`config.mk`:
```
export PLATFORM = sky130hd
export DESIGN_NAME = ibex_ex_wb_pipe
export DESIGN_NICKNAME = d
export VERILOG_FILES = /design/src/rtl/ibex_pkg.sv /design/src/rtl/ibex_ex_wb_pipe.sv
export SDC_FILE = /design/constraint.sdc
export NUM_CORES = 1
export LEC_CHECK = 0
export CAP_MARGIN = 20
export CORE_MARGIN = 4
export CORE_UTILIZATION = 48
export CTS_CLUSTER_DIAMETER = 100
export CTS_CLUSTER_SIZE = 24
export DETAILED_ROUTE_END_ITERATION = 8
export HOLD_SLACK_MARGIN = 0.12
export PLACE_DENSITY = 0.91
export SLEW_MARGIN = 10
export SYNTH_ARGS = -nofsm -noshare
export SYNTH_HDL_FRONTEND = slang
export SYNTH_SLANG_ARGS = --single-unit
```
`constraint.sdc`:
```
create_clock -name clk_i -period 7 [get_ports clk_i]
set_input_delay 1.4 -clock clk_i [delete_from_list [all_inputs] [get_ports clk_i]]
set_output_delay 1.4 -clock clk_i [all_outputs]
set_load 0.05 [all_outputs]
```
`src/rtl/ibex_pkg.sv`:
```
// ibex_pkg: shared types for the EX-to-WB skid buffer.
package ibex_pkg;

    typedef enum logic [1:0] {
        EX_WB_EMPTY,
        EX_WB_ONE,
        EX_WB_FULL
    } ex_wb_state_e;

    typedef struct packed {
        logic [31:0] wdata;
        logic [4:0]  waddr;
        logic        we;
        logic [31:0] pc;
    } ex_wb_entry_t;

    function automatic logic fwd_match(ex_wb_entry_t e, logic v, logic [4:0] rs);
        return v & e.we & (e.waddr == rs) & (rs != 5'd0);
    endfunction

endpackage

```
`src/rtl/ibex_ex_wb_pipe.sv`:
```
// ibex_ex_wb_pipe: 2-entry in-order EX-to-WB skid buffer with operand forwarding from held entries.
module ibex_ex_wb_pipe
    import ibex_pkg::*;
#(
    parameter bit ResetAll = 1'b0
) (
    input  logic        clk_i,
    input  logic        rst_ni,
    input  logic        ex_valid_i,
    output logic        ex_ready_o,
    input  logic [31:0] ex_result_i,
    input  logic [4:0]  ex_rf_waddr_i,
    input  logic        ex_rf_we_i,
    input  logic [31:0] ex_pc_i,
    input  logic        flush_i,
    output logic        wb_valid_o,
    input  logic        wb_ready_i,
    output logic [31:0] wb_rf_wdata_o,
    output logic [4:0]  wb_rf_waddr_o,
    output logic        wb_rf_we_o,
    output logic [31:0] wb_pc_o,
    input  logic [4:0]  id_rs1_addr_i,
    input  logic [4:0]  id_rs2_addr_i,
    output logic        fwd_rs1_hit_o,
    output logic        fwd_rs2_hit_o,
    output logic [31:0] fwd_rs1_data_o,
    output logic [31:0] fwd_rs2_data_o
);

    ex_wb_state_e state_q, state_d;
    logic         wr_ptr_q, wr_ptr_d, rd_ptr_q, rd_ptr_d;
    ex_wb_entry_t mem_q [2];
    ex_wb_entry_t mem_d [2];
    ex_wb_entry_t old_e, young_e;
    logic         accept, pop, young_v;
    logic         h1_y, h1_o, h2_y, h2_o;

    assign ex_ready_o = state_q != EX_WB_FULL;
    assign wb_valid_o = state_q != EX_WB_EMPTY;
    assign accept     = ex_valid_i & ex_ready_o;
    assign pop        = wb_valid_o & wb_ready_i;

    always_comb begin
        state_d  = flush_i ? EX_WB_EMPTY :
                   (accept & ~pop) ? (state_q == EX_WB_EMPTY ? EX_WB_ONE : EX_WB_FULL) :
                   (pop & ~accept) ? (state_q == EX_WB_FULL ? EX_WB_ONE : EX_WB_EMPTY) :
                   state_q;
        wr_ptr_d = flush_i ? 1'b0 : wr_ptr_q ^ accept;
        rd_ptr_d = flush_i ? 1'b0 : rd_ptr_q ^ pop;
        mem_d    = mem_q;
        if (accept && !flush_i) begin
            mem_d[wr_ptr_q] = '{wdata: ex_result_i, waddr: ex_rf_waddr_i,
                                we: ex_rf_we_i & (ex_rf_waddr_i != 5'd0), pc: ex_pc_i};
        end
    end

    always_ff @(posedge clk_i or negedge rst_ni) begin
        if (!rst_ni) begin
            state_q  <= EX_WB_EMPTY;
            wr_ptr_q <= 1'b0;
            rd_ptr_q <= 1'b0;
        end else begin
            state_q  <= state_d;
            wr_ptr_q <= wr_ptr_d;
            rd_ptr_q <= rd_ptr_d;
        end
    end

    if (ResetAll) begin : g_payload_rst
        always_ff @(posedge clk_i or negedge rst_ni) begin
            if (!rst_ni) begin
                for (int i = 0; i < 2; i++) mem_q[i] <= '0;
            end else begin
                mem_q <= mem_d;
            end
        end
    end else begin : g_payload
        always_ff @(posedge clk_i) begin
            mem_q <= mem_d;
        end
    end

    assign wb_rf_wdata_o = mem_q[rd_ptr_q].wdata;
    assign wb_rf_waddr_o = mem_q[rd_ptr_q].waddr;
    assign wb_rf_we_o    = wb_valid_o & mem_q[rd_ptr_q].we;
    assign wb_pc_o       = mem_q[rd_ptr_q].pc;

    // Only the head is valid in ONE; the non-head slot holds the younger entry in FULL.
    assign old_e   = mem_q[rd_ptr_q];
    assign young_e = mem_q[~rd_ptr_q];
    assign young_v = state_q == EX_WB_FULL;

    assign h1_y = fwd_match(young_e, young_v, id_rs1_addr_i);
    assign h1_o = fwd_match(old_e, wb_valid_o, id_rs1_addr_i);
    assign h2_y = fwd_match(young_e, young_v, id_rs2_addr_i);
    assign h2_o = fwd_match(old_e, wb_valid_o, id_rs2_addr_i);

    assign fwd_rs1_hit_o  = h1_y | h1_o;
    assign fwd_rs2_hit_o  = h2_y | h2_o;
    assign fwd_rs1_data_o = h1_y ? young_e.wdata : old_e.wdata;
    assign fwd_rs2_data_o = h2_y ? young_e.wdata : old_e.wdata;

endmodule
```
Word level (Yosys, flattened, before mapping). Index checks and enable logic that the tools add are counted.

Register bits after elaboration: 144. Bits of input ports: 85. Output and inout bits: 138. Word-level logic and storage cells: 73.

Magnitude comparators: 4. Mux-type cells: 18. Reductions and logical operators: 9. Bitwise gates (word level): 25. Equality and inequality tests: 6.

Operator list (count): 2-to-1 mux 70 bit (7); bitwise mux 140 bit (1); demux 70 bit (select 1 bit) (1); 2-to-1 mux 32 bit (2); equality test 5 bit (4); AND 1 bit (15); nonzero test 5 bit (3); 2-to-1 mux 2 bit (4); greater-or-equal comparator 2 bit, second input constant (3); inverter 1 -> 2 bit (3); 2-to-1 mux 1 bit (3); inverter 1 bit (3); nonzero test 3 bit (1); equality test 2 bit, second input constant (1); logical AND 1 bit (2); zero test 2 bit (1); less-than comparator 2 x 1 -> 1 bit, second input constant (1); inequality test 2 bit, second input constant (1); OR 1 bit (2); nonzero test 2 bit (1); XOR 1 bit (2); zero test 1 bit (1).

Depth between registers and ports, before layout.
Depth after elaboration: 9. Gate-level depth with buffers: 8.

Least setup slack after synthesis. Ideal clock, no wire load.

Path type: input to register. Start: in ex_valid_i. End: reg mem_q[0] (netlist name) (enable). Data arrival time: 6636 ps. Buffers on the path: 0. Slack: -236 ps. Cell stages on the path: 2. Setup time: 600 ps. Path through: nand2_1 nor3b_1.

Word-level cells in the longest chain between the ends: 2.

RTL lines: start: declaration (RTL line ibex_ex_wb_pipe.sv:9) `input logic ex_valid_i,`; AND 1 bit (RTL line ibex_ex_wb_pipe.sv:40) `assign accept = ex_valid_i & ex_ready_o;`; logical AND 1 bit (RTL line ibex_ex_wb_pipe.sv:51) `if (accept && !flush_i) begin`; end signal: assignment (RTL line ibex_ex_wb_pipe.sv:79) `mem_q <= mem_d;`; end: declaration (RTL line ibex_ex_wb_pipe.sv:32) `ex_wb_entry_t mem_q [2];`.

No other way between the ends. A chain may end at the register's enable or synchronous reset.

Worst setup path in the final report.
Start: in id_rs2_addr_i[2]. End: out fwd_rs2_data_o[0].

Word-level cells in the longest chain between the ends: 4. Elaborated cells between the ends (all ways): 5. Those cells by class: eq/ne: 1; mux: 1; bitwise: 2; reduce/logical: 1.

RTL lines: start: declaration (RTL line ibex_ex_wb_pipe.sv:23) `input logic [4:0] id_rs2_addr_i,`; equality test 5 bit (RTL line ibex_pkg.sv:18) `return v & e.we & (e.waddr == rs) & (rs != 5'd0);`; AND 1 bit (RTL line ibex_pkg.sv:18); AND 1 bit * (RTL line ibex_pkg.sv:18); 2-to-1 mux 32 bit * (RTL line ibex_ex_wb_pipe.sv:101) `assign fwd_rs2_data_o = h2_y ? young_e.wdata : old_e.wdata;`; end: declaration (RTL line ibex_ex_wb_pipe.sv:27) `output logic [31:0] fwd_rs2_data_o`.

Every way passes the cells marked *; elsewhere a longest branch is shown, timed or not.

==> metrics.cfg <==
[synthesis]
synthFlopType=edfxtp_1
syn-cell-area_um2=7630
synth_fp_nets=742
ys_seq_elements=144
yosysWarnings=0
yosys.area.top_type=edfxtp_1
yosysUniqueCellTypes=29
synthCells=657
synth_top_area_share=0.551
synth-edff-count=140
ys_async_sr_fraction=0.0278
syn_avg_cell_area_um2=11.6
ys_top_cells_by_area=edfxtp_1 55%, o211ai_1 6.5%, nor2b_1 5.3%
seq_area_frac_synth=0.564

[die]
die_y_um=134
rows=45
io_pins=223
dieArea_um2=18000
die_w_um=134
core_um2=15400
initial_utilization=0.497

[global_routing]
grt_pass1_wl_um=34300
grt_pass1_vias=6310
overflow=0
grt_max_degree=82
antenna_found_initial=0
grt_use_total=0.248

[sta]
tightestPinTransition_ps=949
maxSlewViolCount=0
rsz0062_at_grt=no
finalCriticalPeriod_ps=6040
period_share=0.863
skew_ps=8.62
tns_ps=0
finalSetupViolCount=0
whs_ps=589
finalWorstSetupSlack_ps=960
maxSlewHeadroom=0.363
hold_violations=0
fmax_mhz=166

[placed_design]
place_ws_ps=977
place.gp.congestion=0.892
io_buffers=222
hpwl_um=14800

[setup_path]
end_kind=output pin
cp-start-kind=input pin
r2r-end=mem_q[32]$_DFFE_PP_
critPathMaxFanout=16
r2r_cells=5
r2r_slack_ps=4910
path_class=in2out
r2r-start=state_q[1]$_DFFE_PN0P_
critPathRequiredTime_ps=5600
cp.arrival_ps=4640

[clocking]
clk_pin_slew_ps=60
cts-htree-levels=4
clock-sinks=144
postCtsHoldBufs=0
clockBufferDepth=2
cts_setup_buffers=0
insertion_delay_ps=430
root_buffer=clkbuf_16
cts_made_buffers=17
post_cts_resized=0
cts_tree=yes

[routing]
drt_wl_total_um=22400
dr.pass1.iters=5
dr_total_vias=6175
ant_nets=0
drc=0
drt_iter0_drc=586
vias_per_cell=5.69
drt-wirelength-per-cell_um=20.6

[job]
maxCapViolCount=0

[finish]
drive_gt1_frac=0.138
nNetsFinal=948
area_delta_synth_final_pct=39.7
antennaDiodeCount=0

[power]
cellPowerDensity_nw_per_um2=250
leakagePower_nw=3.72
ir_worst_vdd_uv=211

[worst_hold_path]
min_from=wr_ptr_q$_DFF_PN0_
hold_end=wr_ptr_q$_DFF_PN0_
hold_path.class=reg2reg
worstHoldPathCells=2

[run_status]
status=finished, final reports clean

[where the power goes]
| group | leakage [nW] | switching (mW) | internal (mW) | total (mW) |
|---|---|---|---|---|
| combinational | 2.11 | 0.494 | 0.262 | 0.756 |
| sequential | 1.34 | 0.0196 | 0.987 | 1.01 |
| clock | 0.279 | 0.371 | 0.530 | 0.901 |
| total | 3.72 | 0.884 | 1.78 | 2.66 |
[layout make-up]
| cell class | instances | area, um2 |
|---|---|---|
| fillers | 1039 | 4710 |
| flip-flops and latches | 144 | 4310 |
| multi-input cells | 459 | 3130 |
| repair buffers | 234 | 2340 |
| clock buffers | 18 | 429 |
| well taps | 211 | 264 |
| clock inverters | 13 | 156 |
| inverters | 7 | 26.3 |
[cells in the final DEF (no fill, tap or decap), types with 7 or more instances in the layout]
cell type and instances:
clkdlybuf4s50_1 222, edfxtp_1 140, nand2_1 72, o211ai_1 66, nor2b_1 65, and2_1 64, o22ai_1 64, or2_2 35
mux2_2 34, clkbuf_16 17, xnor2_1 12, xor2_1 10, buf_4 9, mux2i_1 8, inv_1 7
[Yosys cell counts (5+ instances only)]
master,number
xor2_1,10
edfxtp_1,140
xnor2_1,12
mux2i_1,8
or4_1,5
nand2_1,72
and2_1,64
o22ai_1,64
nor2b_1,65
o211ai_1,66
buf_2,10
mux2_2,34
or2_2,35
nor2_1,8
inv_1,7
clkbuf_1,32
[cell families (layout without fill, tap and decap cells)]
group / Yosys count / in the layout / share of synthesized area
AO/OA/AOI/OAI: 135 / 135 / 0.122
XOR/XNOR: 22 / 22 / 0.0252
buffers and inverters: 54 / 272 / 0.0321
flip-flops: 144 / 144 / 0.564
multiplexers: 45 / 45 / 0.0695
AND/OR/NAND/NOR: 257 / 257 / 0.187
[metal layers]
layer	global-route usage	part of all wire	vias up
met5	0	0	-
met1	0.288	0.38	2944
met2	0.427	0.50	333
met4	0.101	0.026	0
li1	-	-	2845
met3	0.0791	0.096	53
[sequential cells by signal, summed over array words and instances, names as in the netlist]
register and flops:
mem_q 140, state_q 2, rd_ptr_q 1, wr_ptr_q 1
[stage by stage]
stage	utilization	cells	area, um2	power (mW)
floorplan	-	657	7640	1.51
global placement	0.655	1054	10100	1.76
detailed placement	0.656	1055	10100	1.77
CTS	0.694	1086	10700	2.68
global route	0.694	1086	10700	2.75
finish	0.694	1086	10700	2.66
[critical path: stages]
cell	delay, ps
clkdlybuf4s50_1	520
or4_1	580
o211ai_1	310
or4_1	470
buf_4	330
o22ai_1	110
nand2_1	90
clkdlybuf4s50_1	830
[worst max path at each step]
stage                      from                    to  slack [ps]  cells past startpoint
2_1_floorplan        ex_valid_i  mem_q[100]$_DFFE_PP_         150                      2
5_1_grt        id_rs2_addr_i[2]    fwd_rs2_data_o[31]         830                      8
6_report       id_rs2_addr_i[2]     fwd_rs2_data_o[0]         960                      8
4_1_cts        id_rs2_addr_i[2]     fwd_rs2_data_o[0]         950                      8
3_3_place_gp   id_rs2_addr_i[2]     fwd_rs2_data_o[0]         950                      8
3_5_place_dp   id_rs2_addr_i[2]     fwd_rs2_data_o[0]         980                      8
Note: power is estimated with default switching activity, not from simulation.
